===== src/rtl/seg_display_scanner_pkg.sv =====
// Shared definitions for the 7-segment scanner: display modes, decoder
// character codes and the canned-message character lookup.
package seg_display_pkg;

  typedef enum logic [1:0] {
    MODE_VALUE = 2'd0,
    MODE_PASS  = 2'd1,
    MODE_FAIL  = 2'd2,
    MODE_DASH  = 2'd3
  } mode_e;

  // Codes understood by the downstream hex-to-7-segment decoder
  localparam logic [3:0] CH_A    = 4'hA;
  localparam logic [3:0] CH_P    = 4'hB;
  localparam logic [3:0] CH_S    = 4'hC;
  localparam logic [3:0] CH_F    = 4'hD;
  localparam logic [3:0] CH_L    = 4'hE;
  localparam logic [3:0] CH_DASH = 4'hF;
  localparam logic [3:0] CH_I    = 4'h1;

  // Character for digit position 'digit' in a message mode; positions past
  // the four-letter words are padded with dashes.
  function automatic logic [3:0] msg_char(input mode_e mode, input int unsigned digit);
    logic [3:0] ch;
    ch = CH_DASH;
    if (digit < 4) begin
      case (mode)
        MODE_PASS: begin
          case (digit)
            3:       ch = CH_P;
            2:       ch = CH_A;
            default: ch = CH_S;
          endcase
        end
        MODE_FAIL: begin
          case (digit)
            3:       ch = CH_F;
            2:       ch = CH_A;
            1:       ch = CH_I;
            default: ch = CH_L;
          endcase
        end
        default: ch = CH_DASH;
      endcase
    end
    return ch;
  endfunction

endpackage


===== src/rtl/seg_display_scanner_if.sv =====
// Load/display bundle between a controller (master) and the scanner (slave).
interface seg_display_scanner_if #(
  parameter int NUM_DIGITS = 4
);
  logic [4*NUM_DIGITS-1:0] value_in;
  logic [1:0]              mode_in;
  logic                    load;
  logic [3:0]              hex_out;
  logic [NUM_DIGITS-1:0]   digit_en;
  logic                    frame_tick;
  logic                    pending;

  modport master (
    output value_in, mode_in, load,
    input  hex_out, digit_en, frame_tick, pending
  );

  modport slave (
    input  value_in, mode_in, load,
    output hex_out, digit_en, frame_tick, pending
  );
endinterface


===== src/rtl/seg_display_scanner_prescaler.sv =====
// Free-running divider: counts 0..DIV-1 and flags the terminal-count cycle.
// Kept generic so the debouncer can reuse it.
module scan_prescaler #(
  parameter int unsigned DIV = 50000
) (
  input  logic clk,
  input  logic rst,
  output logic tick_o
);
  localparam int unsigned CNT_W = (DIV > 1) ? $clog2(DIV) : 1;
  localparam logic [CNT_W-1:0] TERM = CNT_W'(DIV - 1);

  logic [CNT_W-1:0] cnt_q, cnt_d;

  assign tick_o = (cnt_q == TERM);

  // Wrap to zero right after the terminal-count cycle
  always_comb begin
    cnt_d = tick_o ? '0 : cnt_q + 1'b1;
  end

  // Counter register
  always_ff @(posedge clk or posedge rst) begin
    if (rst) cnt_q <= '0;
    else     cnt_q <= cnt_d;
  end
endmodule


===== src/rtl/seg_display_scanner.sv =====
// Time-multiplexed common-cathode 7-segment scanner. Holds a committed
// display image (hex value or canned message) and swaps it only at frame
// boundaries so a frame never mixes old and new content.
// Optional feature macro: SCAN_BLINK_EN (blinks the display while in FAIL).
module seg_display_scanner
  import seg_display_pkg::*;
#(
  parameter int NUM_DIGITS   = 4,
  parameter int REFRESH_DIV  = 50000,
  parameter int BLINK_FRAMES = 32
) (
  input logic                  clk,
  input logic                  rst,
  seg_display_scanner_if.slave bus
);
  localparam int IDX_W = $clog2(NUM_DIGITS);
  localparam logic [IDX_W-1:0] LAST_IDX = IDX_W'(NUM_DIGITS - 1);

  if (NUM_DIGITS < 4) begin : g_chk_digits
    $error("seg_display_scanner: NUM_DIGITS must be at least 4");
  end
  if (REFRESH_DIV < 2) begin : g_chk_div
    $error("seg_display_scanner: REFRESH_DIV must be at least 2");
  end
  if (BLINK_FRAMES < 1) begin : g_chk_blink
    $error("seg_display_scanner: BLINK_FRAMES must be at least 1");
  end

  logic                    scan_tick;
  logic                    wrap;
  logic [IDX_W-1:0]        idx_q, idx_d;
  logic [4*NUM_DIGITS-1:0] act_val_q, act_val_d;
  logic [4*NUM_DIGITS-1:0] shd_val_q, shd_val_d;
  mode_e                   act_mode_q, act_mode_d;
  mode_e                   shd_mode_q, shd_mode_d;
  logic                    pending_q, pending_d;
  logic [3:0]              hex_q, hex_d;
  logic [NUM_DIGITS-1:0]   en_q, en_d;
  logic                    frame_q;
  logic                    blank;

  scan_prescaler #(
    .DIV (REFRESH_DIV)
  ) u_prescaler (
    .clk    (clk),
    .rst    (rst),
    .tick_o (scan_tick)
  );

  // The frame boundary is the scan tick that wraps the index back to digit 0
  assign wrap = scan_tick && (idx_q == LAST_IDX);

  // Scan index advance
  always_comb begin
    idx_d = idx_q;
    if (scan_tick) idx_d = wrap ? '0 : idx_q + 1'b1;
  end

  // Shadow capture and frame-boundary commit; a load on the boundary itself
  // bypasses the shadow so it is shown without waiting a whole extra frame
  always_comb begin
    act_val_d  = act_val_q;
    act_mode_d = act_mode_q;
    shd_val_d  = shd_val_q;
    shd_mode_d = shd_mode_q;
    pending_d  = pending_q;
    if (bus.load) begin
      shd_val_d  = bus.value_in;
      shd_mode_d = mode_e'(bus.mode_in);
      if (wrap) begin
        act_val_d  = bus.value_in;
        act_mode_d = mode_e'(bus.mode_in);
        pending_d  = 1'b0;
      end else begin
        pending_d  = 1'b1;
      end
    end else if (wrap && pending_q) begin
      act_val_d  = shd_val_q;
      act_mode_d = shd_mode_q;
      pending_d  = 1'b0;
    end
  end

`ifdef SCAN_BLINK_EN
  localparam int FCNT_W = $clog2(BLINK_FRAMES + 1);
  localparam logic [FCNT_W-1:0] FCNT_LAST = FCNT_W'(BLINK_FRAMES - 1);

  logic [FCNT_W-1:0] fcnt_q, fcnt_d;
  logic              phase_q, phase_d;

  // Blink phase: restarts "on" whenever the committed mode changes
  always_comb begin
    fcnt_d  = fcnt_q;
    phase_d = phase_q;
    if (act_mode_d != act_mode_q) begin
      fcnt_d  = '0;
      phase_d = 1'b1;
    end else if (wrap) begin
      if (fcnt_q == FCNT_LAST) begin
        fcnt_d  = '0;
        phase_d = ~phase_q;
      end else begin
        fcnt_d  = fcnt_q + 1'b1;
      end
    end
  end

  // Blink state registers
  always_ff @(posedge clk or posedge rst) begin
    if (rst) begin
      fcnt_q  <= '0;
      phase_q <= 1'b1;
    end else begin
      fcnt_q  <= fcnt_d;
      phase_q <= phase_d;
    end
  end

  assign blank = (act_mode_d == MODE_FAIL) && !phase_d;
`else
  assign blank = 1'b0;
`endif

  // Next code/enable pair, computed from the post-commit image so the
  // boundary edge already shows new content on digit 0
  always_comb begin
    hex_d = hex_q;
    en_d  = en_q;
    if (scan_tick) begin
      if (act_mode_d == MODE_VALUE) hex_d = 4'(act_val_d >> (4 * idx_d));
      else                          hex_d = msg_char(act_mode_d, 32'(idx_d));
      en_d = blank ? '0 : ({{(NUM_DIGITS-1){1'b0}}, 1'b1} << idx_d);
    end
  end

  // State and registered outputs
  always_ff @(posedge clk or posedge rst) begin
    if (rst) begin
      idx_q      <= LAST_IDX;
      act_val_q  <= '0;
      act_mode_q <= MODE_VALUE;
      shd_val_q  <= '0;
      shd_mode_q <= MODE_VALUE;
      pending_q  <= 1'b0;
      hex_q      <= '0;
      en_q       <= '0;
      frame_q    <= 1'b0;
    end else begin
      idx_q      <= idx_d;
      act_val_q  <= act_val_d;
      act_mode_q <= act_mode_d;
      shd_val_q  <= shd_val_d;
      shd_mode_q <= shd_mode_d;
      pending_q  <= pending_d;
      hex_q      <= hex_d;
      en_q       <= en_d;
      frame_q    <= wrap;
    end
  end

  assign bus.hex_out    = hex_q;
  assign bus.digit_en   = en_q;
  assign bus.frame_tick = frame_q;
  assign bus.pending    = pending_q;
endmodule


===== src/flat_wrapper.sv =====
// flat-port wrapper written by rule: the top's interface ports become plain ports
module seg_display_scanner_flat import seg_display_pkg::*;
#(
  parameter int NUM_DIGITS   = 4,
  parameter int REFRESH_DIV  = 50000,
  parameter int BLINK_FRAMES = 32
)
  (clk, rst, bus_value_in, bus_mode_in, bus_load, bus_hex_out, bus_digit_en, bus_frame_tick, bus_pending);
  seg_display_scanner_if #(.NUM_DIGITS(NUM_DIGITS)) bus_i ();
  input logic clk;
  input logic rst;
  input wire logic [$bits(bus_i.value_in)-1:0] bus_value_in;
  input wire logic [$bits(bus_i.mode_in)-1:0] bus_mode_in;
  input wire logic [$bits(bus_i.load)-1:0] bus_load;
  output wire logic [$bits(bus_i.hex_out)-1:0] bus_hex_out;
  output wire logic [$bits(bus_i.digit_en)-1:0] bus_digit_en;
  output wire logic [$bits(bus_i.frame_tick)-1:0] bus_frame_tick;
  output wire logic [$bits(bus_i.pending)-1:0] bus_pending;
  assign bus_i.value_in = bus_value_in;
  assign bus_i.mode_in = bus_mode_in;
  assign bus_i.load = bus_load;
  assign bus_hex_out = bus_i.hex_out;
  assign bus_digit_en = bus_i.digit_en;
  assign bus_frame_tick = bus_i.frame_tick;
  assign bus_pending = bus_i.pending;
  seg_display_scanner #(.NUM_DIGITS(NUM_DIGITS), .REFRESH_DIV(REFRESH_DIV), .BLINK_FRAMES(BLINK_FRAMES)) u_core (.clk(clk), .rst(rst), .bus(bus_i));
endmodule

===== config.mk =====
export PLATFORM = sky130hd
export DESIGN_NAME = seg_display_scanner_flat
export DESIGN_NICKNAME = d
export VERILOG_FILES = /design/src/rtl/seg_display_scanner_pkg.sv /design/src/rtl/seg_display_scanner_if.sv /design/src/rtl/seg_display_scanner_prescaler.sv /design/src/rtl/seg_display_scanner.sv /design/src/flat_wrapper.sv
export SDC_FILE = /design/constraint.sdc
export NUM_CORES = 1
export LEC_CHECK = 0
export BUFFER_PORTS_ARGS = -buffer_cell sky130_fd_sc_hd__buf_4
export CORE_AREA = 10 10 124 126
export CTS_BUF_LIST = sky130_fd_sc_hd__clkbuf_8 sky130_fd_sc_hd__clkbuf_16
export DETAILED_ROUTE_END_ITERATION = 16
export DIE_AREA = 0 0 134 136
export GPL_ROUTABILITY_DRIVEN = 0
export PLACE_DENSITY = 0.39
export SLEW_MARGIN = 40
export SYNTH_ARGS = -nofsm -noshare
export SYNTH_HDL_FRONTEND = slang
export SYNTH_SLANG_ARGS = --single-unit

===== constraint.sdc =====
create_clock -name clk -period 3.25 [get_ports clk]
set_input_delay 0 -clock clk [delete_from_list [all_inputs] [get_ports clk]]
set_output_delay 0 -clock clk [all_outputs]
set_load 0.02 [all_outputs]

==> impl_metrics.env <==
export IMPL_rr_startpoint="u_core.idx_q[0]"
export IMPL_wl_met2_um=3780
export IMPL_cp_data_required_time_ns=3.45
export IMPL_diodes=0
export IMPL_dieArea_sq_um=18200
export IMPL_worstHoldEndpoint="u_core.shd_val_q[6]"
export IMPL_layout_nets=406
export IMPL_antenna_found_initial=0
export IMPL_critPathMaxStageDelay_ns=0.59
export IMPL_syn_cell_area_sq_um=3140
export IMPL_worst_pin_slew_ns=0.662
export IMPL_syn_avg_cell_area_sq_um=10.2
export IMPL_ant_nets=0
export IMPL_grt_pass1_vias=2659
export IMPL_vias_per_cell=4.46
export IMPL_fin_crit_sh_pct=92.5
export IMPL_period_minus_slack_ns=3.01
export IMPL_synthTopCellsByArea="dfrtp_1 49%, nand2_1 5.1%, ha_1 4.0%"
export IMPL_core_sq_um=13000
export IMPL_synth_largest_area_cell="dfrtp_1"
export IMPL_cts_sinks=64
export IMPL_drt_wl_total_um=8510
export IMPL_r2r_end="u_core.bus.hex_out[3]"
export IMPL_cts_buffers=9
export IMPL_portBuffers=30
export IMPL_top_layer="met4"
export IMPL_synth_top_area_share_pct=49.4
export IMPL_start_kind="flop"
export IMPL_io_pins=31
export IMPL_synth_async_reset_ratio_pct=100
export IMPL_instances_no_fill=555
export IMPL_gr_total_overflow=0
export IMPL_final_hold_viol_count=0
export IMPL_crit_type="reg -> reg"
export IMPL_route_met3_wl_um=379
export IMPL_reg2reg_setup_slack_ns=0.24
export IMPL_synth_edf_count=0
export IMPL_clkTransAtPathRegs_ns=0.05
export IMPL_netlist_top_cells_count="62 x dfrtp_1, 43 x nand2_1, 23 x nor2_1"
export IMPL_yosys_most_used_dff="dfrtp_1"
export IMPL_worstPathCellList="ha_4, nand4_1, or4_4, inv_2, o22a_1, o21ai_1, buf_4, ha_1, nand2b_4, or4_1, o21ai_0, a21oi_1"
export IMPL_synth_cell_types=42
export IMPL_drt_first_pass_iters=4
export IMPL_cts_tree="built"
export IMPL_wl_per_cell_um=15.3
export IMPL_fillers=1362
export IMPL_syn_nets=339
export IMPL_start_util_pct=24.2
export IMPL_cts_root_buf="clkbuf_16"
export IMPL_grt_util_all_layers_pct=9.97
export IMPL_finalMaxSlewViolations=0
export IMPL_critical_path_arrival_ns=3.20
export IMPL_drv_cap=0
export IMPL_grt_pass1_wl_um=14500
export IMPL_ys_warn_count=0
export IMPL_setup_violations=0
export IMPL_cts_max_level=3
export IMPL_slew_headroom_pct=55.4
export IMPL_dp_hpwl_um=6010
export IMPL_met1Wirelength_um=4230
export IMPL_synth_most_common_cell="dfrtp_1"
export IMPL_syn_instance_count=308
export IMPL_rr_worst_depth=12
export IMPL_num_vias=2474
export IMPL_end_kind="flop"
export IMPL_finClkSkew_ns=0.00455
export IMPL_hold_class="in -> reg"
export IMPL_fp_dieW_um=134
export IMPL_powerDensity_nw_per_um2=449
export IMPL_hold_depth=2
export IMPL_hp_start="bus_load"
export IMPL_status="completed"
export IMPL_worst_path_max_delay_cell="or4_4"
export IMPL_peakVddDrop_v=0.000214
export IMPL_setup_tns_ns=0
export IMPL_drc=0
export IMPL_max_freq_ghz=0.333
export IMPL_grt_max_degree=45
export IMPL_clkLatencyLatePin_ns=0.33
export IMPL_die_h_um=136
export IMPL_area_growth_pct=32.7
export IMPL_dp_cells=520
export IMPL_critPathMaxFanout=4
export IMPL_leakage_nw=1.91
export IMPL_first_iter_violations=193
export IMPL_cts_buffer_depth=2
export IMPL_rsz0062_at_grt="no"
export IMPL_layout_drive_gt1_share_pct=23.7
export IMPL_synth_seq_cells=64
export IMPL_ys_seq_area_share_pct=51.1
export IMPL_rows=42
worst max-delay path: cells and delay by family, from the launching register on:
kind                       cells  cell delay, ns
AOI/OAI and AO/OA              4            0.34
adders and majority gates      2            0.49
buffers and inverters          2            0.24
DFF                            1            0.56
and+or+nand+nor                4            1.24
report_power, final:
group	internal [mW]	total [mW]	switching (mW)
logic	0.0484	0.0963	0.0479
clock network	0.603	0.943	0.341
registers	0.820	0.832	0.0117
logic make-up (layout without fill, tap and decap cells):
logic type / after synthesis / after routing / synth area share, %
fa+ha+maj: 10 / 10 / 3.98
flops: 64 / 64 / 51.1
xor+xnor: 11 / 11 / 3.07
simple gates: 101 / 101 / 16.1
buf+inv: 33 / 104 / 4.74
mux: 11 / 11 / 4.18
compound gates: 78 / 78 / 16.9
registers in the layout (all words and copies together), names as in the netlist, 2 cells and up:
signal / count
u_core.act_val_q: 16
u_core.shd_val_q: 16
u_core.u_prescaler.cnt_q: 16
u_core.bus.digit_en: 4
u_core.bus.hex_out: 4
u_core.act_mode_q: 2
u_core.idx_q: 2
u_core.shd_mode_q: 2
routing by layer:
| metal | GRT usage (%) | vias up |
|---|---|---|
| met3 | 3.10 | 12 |
| met4 | 3.08 | 0 |
| met5 | 0 | - |
| met1 | 13.1 | 1175 |
| li1 | - | 1236 |
| met2 | 15.3 | 51 |
layout make-up:
class                   count  area (sq um)  area share (%)
well taps                 176           220            5.29
clock inverters             5          48.8            1.17
flip-flops and latches     64          1600            38.5
multi-input cells         211          1410            33.8
inverters                  19          73.8            1.77
clock buffers              10           239            5.74
repair buffers             70           573            13.8
placed cells by master, fill, tap and decap left out, drive strengths merged, types with 2 or more instances in the layout:
cell type,instances
a21o,2
xnor2,7
a21oi,13
nor2,23
o21ai,19
a22oi,4
and2,2
o22ai,10
nand2,44
dfrtp,62
a221oi,5
nand3,9
nor3,4
mux2,11
dlygate4sd3,19
ha,10
nor4,3
nand2b,2
buf,51
dfstp,2
nand4,3
nor2b,3
nand4bb,2
clkbuf,10
and3,2
clkinv,3
inv,20
o22a,2
o211ai,9
a32oi,10
or4,3
xor2,4
metrics by stage:
step / util, % / total power, mW / setup slack [ns] / cell area (sq um) / hold slack (ns)
final: 32.1 / 1.87 / 0.245 / 4170 / 0.0784
after global routing: 32.1 / 1.95 / 0.0180 / 4170 / 0.0982
after CTS: 31.9 / 1.90 / 0.108 / 4140 / 0.0762
after detailed placement: 28.2 / 0.926 / 0.119 / 3660 / 0.124
after global placement: 28.2 / 0.926 / 0.203 / 3660 / 0.244
after floorplan: - / 0.885 / 0.00980 / 3140 / 0.139
repair_timing:
item	4_1_cts	5_1_grt
hold buffers	19	0
hold endpoints to repair	59	0
setup endpoints to repair	0	1
buffers inserted	0	1
resized for setup	0	5
worst max-delay path by stage:
stage,start,to,slack (ns)
final,u_core.idx_q[0],u_core.bus.hex_out[3],0.24
after global routing,u_core.idx_q[0],u_core.bus.hex_out[3],0.02
after CTS,u_core.u_prescaler.cnt_q[12],u_core.bus.hex_out[3],0.11
after detailed placement,u_core.u_prescaler.cnt_q[12],u_core.bus.hex_out[3],0.12
after global placement,u_core.u_prescaler.cnt_q[12],u_core.bus.hex_out[3],0.20
after floorplan,u_core.u_prescaler.cnt_q[11],u_core.bus.hex_out[3],0.01
Note: power is estimated with default switching activity, not from simulation.
